==> src/rtl/range_sum_caller.sv <==
// rtl/range_sum_caller.sv - caller FSM that launches a range generator and sums every value it yields
//
// Purpose:
//   Captures base/limit/step on _start, pulses gen_start once, accumulates a
//   wrapping sum and count of every gen_valid value until gen_ready (or a
//   watchdog abort), then offers the result upstream with _valid/_wait/_ready.
//
// Ports:
//   _clock, _reset          clock (rising edge), synchronous active-low reset
//   _start, base/limit/step call request and its arguments (captured in IDLE)
//   _wait                   upstream backpressure while the result is offered
//   _valid, _0, _1, _err    result: sum, count, watchdog-abort flag
//   _ready                  one-cycle call-complete pulse
//   gen_base/limit/step     generator arguments, held from LAUNCH until IDLE
//   gen_start, gen_wait     generator start pulse and pause request
//   gen_valid, gen_0        generator value strobe and value
//   gen_ready               generator finished
//
// Optional feature macro: RANGE_CALLER_STALL_EN
//   When defined, gen_wait is raised on every STALL_PERIOD-th COLLECT cycle.

module range_sum_caller #(
  parameter int WIDTH        = 32,
  parameter int TIMEOUT      = 64,
  parameter int STALL_PERIOD = 4
) (
  input  logic             _clock,
  input  logic             _reset,
  input  logic             _start,
  input  logic [WIDTH-1:0] base,
  input  logic [WIDTH-1:0] limit,
  input  logic [WIDTH-1:0] step,
  input  logic             _wait,
  output logic             _valid,
  output logic             _ready,
  output logic [WIDTH-1:0] _0,
  output logic [WIDTH-1:0] _1,
  output logic             _err,
  output logic [WIDTH-1:0] gen_base,
  output logic [WIDTH-1:0] gen_limit,
  output logic [WIDTH-1:0] gen_step,
  output logic             gen_start,
  output logic             gen_wait,
  input  logic             gen_valid,
  input  logic             gen_ready,
  input  logic [WIDTH-1:0] gen_0
);

  typedef enum logic [2:0] {
    IDLE    = 3'd0,
    LAUNCH  = 3'd1,
    COLLECT = 3'd2,
    RESULT  = 3'd3,
    DONE    = 3'd4
  } state_t;

  // Watchdog counts 0..TIMEOUT-1 idle cycles; abort on the TIMEOUT-th.
  localparam int WD_W = (TIMEOUT > 1) ? $clog2(TIMEOUT) : 1;
  localparam logic [WD_W-1:0] WD_LAST = WD_W'((TIMEOUT > 0) ? TIMEOUT - 1 : 0);

  state_t           state;
  state_t           state_next;
  logic [WIDTH-1:0] sum;
  logic [WIDTH-1:0] count;
  logic             err;
  logic [WD_W-1:0]  wd;
  logic             stall;
  logic             idle_cycle;
  logic             timeout_hit;

`ifdef RANGE_CALLER_STALL_EN
  localparam int SC_W = (STALL_PERIOD > 1) ? $clog2(STALL_PERIOD) : 1;
  localparam logic [SC_W-1:0] SC_LAST = SC_W'((STALL_PERIOD > 0) ? STALL_PERIOD - 1 : 0);

  logic [SC_W-1:0] stall_cnt;

  // Held at zero outside COLLECT so every call starts its stall pattern fresh.
  always_ff @(posedge _clock) begin
    if (!_reset) begin
      stall_cnt <= '0;
    end else if (state != COLLECT) begin
      stall_cnt <= '0;
    end else if (stall_cnt == SC_LAST) begin
      stall_cnt <= '0;
    end else begin
      stall_cnt <= stall_cnt + SC_W'(1);
    end
  end

  assign stall = (state == COLLECT) && (stall_cnt == SC_LAST);
`else
  // Feature compiled out: a period can never be negative, so this is constant 0.
  assign stall = (STALL_PERIOD < 0);
`endif

  // A stalled cycle is our own doing, so it never counts toward the watchdog.
  assign idle_cycle  = !gen_valid && !gen_ready && !stall;
  assign timeout_hit = (TIMEOUT != 0) && idle_cycle && (wd == WD_LAST);

  always_ff @(posedge _clock) begin
    if (!_reset) begin
      state <= IDLE;
    end else begin
      state <= state_next;
    end
  end

  always_comb begin
    state_next = state;
    _valid     = 1'b0;
    _ready     = 1'b0;
    _0         = '0;
    _1         = '0;
    _err       = 1'b0;
    gen_start  = 1'b0;
    gen_wait   = 1'b0;
    case (state)
      IDLE: begin
        if (_start) state_next = LAUNCH;
      end
      LAUNCH: begin
        gen_start  = 1'b1;
        state_next = COLLECT;
      end
      COLLECT: begin
        gen_wait = stall;
        if (gen_ready || timeout_hit) state_next = RESULT;
      end
      RESULT: begin
        _valid = 1'b1;
        _0     = sum;
        _1     = count;
        _err   = err;
        if (!_wait) state_next = DONE;
      end
      DONE: begin
        _ready     = 1'b1;
        state_next = IDLE;
      end
      default: state_next = IDLE;
    endcase
  end

  always_ff @(posedge _clock) begin
    if (!_reset) begin
      gen_base  <= '0;
      gen_limit <= '0;
      gen_step  <= '0;
      sum       <= '0;
      count     <= '0;
      err       <= 1'b0;
      wd        <= '0;
    end else begin
      case (state)
        IDLE: begin
          if (_start) begin
            gen_base  <= base;
            gen_limit <= limit;
            gen_step  <= step;
            sum       <= '0;
            count     <= '0;
            err       <= 1'b0;
            wd        <= '0;
          end
        end
        COLLECT: begin
          // A value arriving together with gen_ready is still counted.
          if (gen_valid) begin
            sum   <= sum + gen_0;
            count <= count + WIDTH'(1);
          end
          if (gen_valid || gen_ready) begin
            wd <= '0;
          end else if (!stall) begin
            wd <= wd + WD_W'(1);
          end
          if (timeout_hit) err <= 1'b1;
        end
        DONE: begin
          gen_base  <= '0;
          gen_limit <= '0;
          gen_step  <= '0;
          sum       <= '0;
          count     <= '0;
          err       <= 1'b0;
        end
        default: ;
      endcase
    end
  end

endmodule
==> config.mk <==
export PLATFORM = sky130hd
export DESIGN_NAME = range_sum_caller
export DESIGN_NICKNAME = d
export VERILOG_FILES = /design/src/rtl/range_sum_caller.sv
export SDC_FILE = /design/constraint.sdc
export NUM_CORES = 1
export LEC_CHECK = 0
export CELL_PAD_IN_SITES_DETAIL_PLACEMENT = 0
export CELL_PAD_IN_SITES_GLOBAL_PLACEMENT = 2
export CORE_ASPECT_RATIO = 2
export CORE_MARGIN = 2
export CORE_UTILIZATION = 27
export DETAILED_ROUTE_END_ITERATION = 16
export PLACE_DENSITY_LB_ADDON = 0.3
export SYNTH_ARGS = -nofsm -noshare
export SYNTH_HDL_FRONTEND = slang
export SYNTH_SLANG_ARGS = --single-unit
export TNS_END_PERCENT = 5
==> constraint.sdc <==
create_clock -name _clock -period 7.75 [get_ports _clock]
set_input_delay 1.9375 -clock _clock [delete_from_list [all_inputs] [get_ports _clock]]
set_output_delay 1.9375 -clock _clock [all_outputs]
set_load 0.05 [all_outputs]
==> report_table.html <==
<table>
<tr><th>Metric</th><th>Value</th></tr>
<tr><th colspan="2">Floorplanning</th></tr>
<tr><td>Row cnt</td><td>89</td></tr>
<tr><td>IO Pins</td><td>299</td></tr>
<tr><td>Core Area</td><td>29500 µm²</td></tr>
<tr><td>DIE HEIGHT</td><td>248 µm</td></tr>
<tr><td>Chip width</td><td>126 µm</td></tr>
<tr><td>Die Area</td><td>31400 µm²</td></tr>
<tr><td>Starting density of the core</td><td>0.273</td></tr>
<tr><th colspan="2">Drt</th></tr>
<tr><td>Routed wire per std cell</td><td>17.4 µm</td></tr>
<tr><td>Via count</td><td>7756</td></tr>
<tr><td>Total iterations of the first detailed-routing run</td><td>4</td></tr>
<tr><td>Remaining design rule violation count</td><td>0</td></tr>
<tr><td>WL final</td><td>27.6 mm</td></tr>
<tr><td>Via-per-instance ratio</td><td>4.87</td></tr>
<tr><td>Antenna-violating nets left</td><td>0</td></tr>
<tr><td>Drt initial violations</td><td>333</td></tr>
<tr><th colspan="2">Setup path</th></tr>
<tr><td>Reg-to-Reg Start</td><td>state[0]</td></tr>
<tr><td>Crit path max fanout</td><td>67</td></tr>
<tr><td>End of the worst register-to-register path</td><td>count[26]</td></tr>
<tr><td>FF-to-FF path depth</td><td>5</td></tr>
<tr><td>Arrival time of the worst setup path</td><td>3.05 ns</td></tr>
<tr><td>Crit. End Element</td><td>output port</td></tr>
<tr><td>Data required time of the worst path</td><td>5.81 ns</td></tr>
<tr><td>Kind of critical path</td><td>reg -&gt; out</td></tr>
<tr><td>Reg2reg setup slack</td><td>4.64 ns</td></tr>
<tr><td>Launching element type of the critical path</td><td>register</td></tr>
<tr><th colspan="2">Power</th></tr>
<tr><td>Sum of internal, switching and leakage power</td><td>2.94 mW</td></tr>
<tr><td>Worst-case vdd ir drop</td><td>0.164 mV</td></tr>
<tr><td>Leakage power total</td><td>4.64 nW</td></tr>
<tr><td>Power density cells</td><td>246 nW/µm²</td></tr>
<tr><th colspan="2">Clock tree</th></tr>
<tr><td>Reg clk slew, reported paths</td><td>0.06 ns</td></tr>
<tr><td>Count of buffers added by post-CTS timing repair for setup</td><td>0</td></tr>
<tr><td>TritonCTS clock tree</td><td>yes</td></tr>
<tr><td>CTS hold repair buffers</td><td>0</td></tr>
<tr><td>Worst skew pair latency</td><td>0.45 ns</td></tr>
<tr><td>Root buf cell</td><td>sky130_fd_sc_hd__clkbuf_16</td></tr>
<tr><td>Max Root-Sink Buffers</td><td>2</td></tr>
<tr><td>Clk sinks</td><td>170</td></tr>
<tr><td>CTS buffer count</td><td>17</td></tr>
<tr><td>Post-cts gate resize count</td><td>0</td></tr>
<tr><td>H-tree level count</td><td>4</td></tr>
<tr><th colspan="2">Synthesis</th></tr>
<tr><td>Async set-reset flop share out of synthesis</td><td>0</td></tr>
<tr><td>Area contributors post-synth</td><td>sky130_fd_sc_hd__dfxtp_1 (42%), sky130_fd_sc_hd__a22oi_1 (10%), sky130_fd_sc_hd__nor2_1 (7.7%)</td></tr>
<tr><td>Main combinational cell family by area after synthesis</td><td>simple AND/OR/NAND/NOR gates</td></tr>
<tr><td>Register area share after synthesis</td><td>0.422</td></tr>
<tr><td>Post-synthesis cell area</td><td>8070 µm²</td></tr>
<tr><td>Number of register bits inferred by synthesis</td><td>170</td></tr>
<tr><td>Area share of xor/xnor cells in the synthesized design</td><td>0.0575</td></tr>
<tr><td>Post-synth top area cell</td><td>sky130_fd_sc_hd__dfxtp_1</td></tr>
<tr><td>Cells after synthesis</td><td>947</td></tr>
<tr><td>Number of synthesized flops with an enable pin</td><td>0</td></tr>
<tr><td>Primary FF master, synth</td><td>sky130_fd_sc_hd__dfxtp_1</td></tr>
<tr><td>Top-area cell type share of the netlist area</td><td>0.422</td></tr>
<tr><td>Simple-gate share of the synthesized area</td><td>0.223</td></tr>
<tr><td>Net count after synthesis</td><td>1115</td></tr>
<tr><td>Synth Area in Adders</td><td>0.0537</td></tr>
<tr><td>Synthesized-area fraction occupied by ao, oa, aoi and oai cells</td><td>0.207</td></tr>
<tr><td>Post-synthesis mux area share</td><td>0.00248</td></tr>
<tr><td>Syn_area_per_cell</td><td>8.52 µm²</td></tr>
<tr><td>Yosys warnings</td><td>0</td></tr>
<tr><td>Count of cell types in the netlist</td><td>63</td></tr>
<tr><th colspan="2">Timing</th></tr>
<tr><td>Final worst slack</td><td>2.76 ns</td></tr>
<tr><td>Setup Viol. Count Final</td><td>0</td></tr>
<tr><td>Final Critical Period</td><td>4.99 ns</td></tr>
<tr><td>Total count of hold-check failures in the final report</td><td>0</td></tr>
<tr><td>Pins over their slew limit</td><td>0</td></tr>
<tr><td>Final Cycle Share</td><td>0.644</td></tr>
<tr><td>Max Freq</td><td>0.200 GHz</td></tr>
<tr><td>Post-route setup TNS</td><td>0 ns</td></tr>
<tr><td>Slew at the pin closest to its max-slew limit</td><td>1.11 ns</td></tr>
<tr><td>Unrepaired setup endpoints after global routing</td><td>false</td></tr>
<tr><td>Worst slew margin</td><td>0.257</td></tr>
<tr><td>Worst hold slack</td><td>0.477 ns</td></tr>
<tr><td>Worst setup skew after layout</td><td>0.0102 ns</td></tr>
<tr><th colspan="2">Global routing</th></tr>
<tr><td>Overall Global Routing Usage</td><td>0.177</td></tr>
<tr><td>Largest net degree at the start of global routing</td><td>98</td></tr>
<tr><td>Vias in the first global route</td><td>8031</td></tr>
<tr><td>Wire length of the first global-routing pass</td><td>43.6 mm</td></tr>
<tr><td>Remaining global-route overflow</td><td>0</td></tr>
<tr><td>Initial antenna violation count</td><td>4</td></tr>
<tr><th colspan="2">Place</th></tr>
<tr><td>Placed insts</td><td>1558</td></tr>
<tr><td>RePlAce Congestion</td><td>0.789</td></tr>
<tr><td>DP Area</td><td>11300 µm²</td></tr>
<tr><td>Count of port buffers added during placement</td><td>297</td></tr>
<tr><td>Post-Place Worst Slack</td><td>2.83 ns</td></tr>
<tr><td>HPWL Detailed</td><td>20.5 mm</td></tr>
<tr><th colspan="2">Finish</th></tr>
<tr><td>Final core area utilization</td><td>0.405</td></tr>
<tr><td>Fraction of final layout cells sized beyond drive strength 1</td><td>0.0408</td></tr>
<tr><td>Non-Filler Instances</td><td>1591</td></tr>
<tr><td>Layout fillers</td><td>2958</td></tr>
<tr><td>Synth-to-layout area growth</td><td>48.0%</td></tr>
<tr><td>Final net count</td><td>1381</td></tr>
<tr><td>Final design instance area without fill</td><td>11900 µm²</td></tr>
<tr><th colspan="2">Worst hold path</th></tr>
<tr><td>Capture endpoint of the worst hold path</td><td>wd[5]</td></tr>
<tr><td>Hold Path Origin</td><td>wd[5]</td></tr>
<tr><td>Worst Hold Class</td><td>reg -&gt; reg</td></tr>
<tr><td>Hold Path Stages</td><td>1</td></tr>
<tr><th colspan="2">Run status</th></tr>
<tr><td>Status</td><td>complete, no violations</td></tr>
<tr><th colspan="2">Run</th></tr>
<tr><td>Max_cap viols</td><td>0</td></tr>
</table>
-- critical path: stages (launching register included) --
cell	delay (ns)
sky130_fd_sc_hd__dfxtp_1	0.56
sky130_fd_sc_hd__and3b_2	0.92
sky130_fd_sc_hd__and2_1	0.29
sky130_fd_sc_hd__clkdlybuf4s50_1	0.82
-- how the worst max path moves through the flow --
stage	from	endpoint	slack (ns)	cells past startpoint
after floorplan	gen_0[0]	sum[28]	3.60	12
after detailed placement	_start	count[22]	2.83	5
after global routing	state[0]	_1[6]	2.50	3
final	state[0]	_1[6]	2.76	3
after CTS	state[1]	_1[6]	2.63	3
after global placement	_start	count[22]	2.86	5
-- area by class of cell --
class | instances | area, µm² | share of cell area
Multi-Input combinational cell | 709 | 4410 | 0.370
Sequential cell | 170 | 3400 | 0.285
Timing Repair Buffer | 303 | 3020 | 0.253
Clock buffer | 21 | 460 | 0.0386
Tap cell | 364 | 455 | 0.0381
Clock inverter | 9 | 139 | 0.0116
Inverter | 12 | 46.3 | 0.00388
Antenna cell | 3 | 7.51 | 0.000629
-- layer usage --
| metal | GRT usage | part of all wire | routed length (µm) | vias to the layer above |
|---|---|---|---|---|
| met3 | 0.0510 | 0.057 | 1570 | 38 |
| li1 | - | - | - | 3850 |
| met5 | 0 | 0.00040 | 11 | - |
| met4 | 0.0719 | 0.025 | 700 | 2 |
| met1 | 0.174 | 0.36 | 9820 | 3648 |
| met2 | 0.338 | 0.56 | 15500 | 218 |
-- registers in the layout, summed over array words and instances, names as in the netlist --
signal / flops
count: 32
err: 1
gen_base: 32
gen_limit: 32
gen_step: 32
state: 3
sum: 32
wd: 6
-- logic make-up after synthesis --
family	count (synthesis)
xor gates and xnor gates	53
AOI/OAI and AO/OA	244
other	1
and+or+nand+nor	375
adders and majority gates	34
muxes	2
DFF	170
buffers and inverters	68
-- synthesized netlist by cell type (6+ instances only) --
cell type                    n
sky130_fd_sc_hd__a21o_1     23
sky130_fd_sc_hd__a21oi_1    42
sky130_fd_sc_hd__a22oi_1   108
sky130_fd_sc_hd__a31oi_1     8
sky130_fd_sc_hd__and2_1     72
sky130_fd_sc_hd__and3_1     11
sky130_fd_sc_hd__clkbuf_1   49
sky130_fd_sc_hd__dfxtp_1   170
sky130_fd_sc_hd__ha_1       33
sky130_fd_sc_hd__inv_1      12
sky130_fd_sc_hd__nand2_1    53
sky130_fd_sc_hd__nand3_1    25
sky130_fd_sc_hd__nand4_1     6
sky130_fd_sc_hd__nor2_1    165
sky130_fd_sc_hd__nor3_1      9
sky130_fd_sc_hd__o21ai_0    27
sky130_fd_sc_hd__o21ai_1     8
sky130_fd_sc_hd__or3_1       8
sky130_fd_sc_hd__xnor2_1    17
sky130_fd_sc_hd__xor2_1     36
-- cells in the final DEF (no fill, tap or decap), types with 17 or more instances in the layout --
cell type / n
sky130_fd_sc_hd__a21oi_1: 42
sky130_fd_sc_hd__a22oi_1: 108
sky130_fd_sc_hd__xnor2_1: 17
sky130_fd_sc_hd__clkdlybuf4s50_1: 297
sky130_fd_sc_hd__ha_1: 33
sky130_fd_sc_hd__nor2_1: 165
sky130_fd_sc_hd__dfxtp_1: 170
sky130_fd_sc_hd__a21o_1: 23
sky130_fd_sc_hd__nand2_1: 53
sky130_fd_sc_hd__clkbuf_16: 17
sky130_fd_sc_hd__nand3_1: 25
sky130_fd_sc_hd__o21ai_0: 27
sky130_fd_sc_hd__and2_1: 72
sky130_fd_sc_hd__xor2_1: 36
-- power by group --
| group | internal (mW) | switching, mW | leakage, nW | total, mW |
|---|---|---|---|---|
| clock network | 0.524 | 0.374 | 0.294 | 0.898 |
| logic | 0.349 | 0.659 | 2.96 | 1.01 |
| registers | 0.969 | 0.0673 | 1.38 | 1.04 |
| total | 1.84 | 1.10 | 4.64 | 2.94 |
No activity file was read; power rests on OpenSTA's default activity.
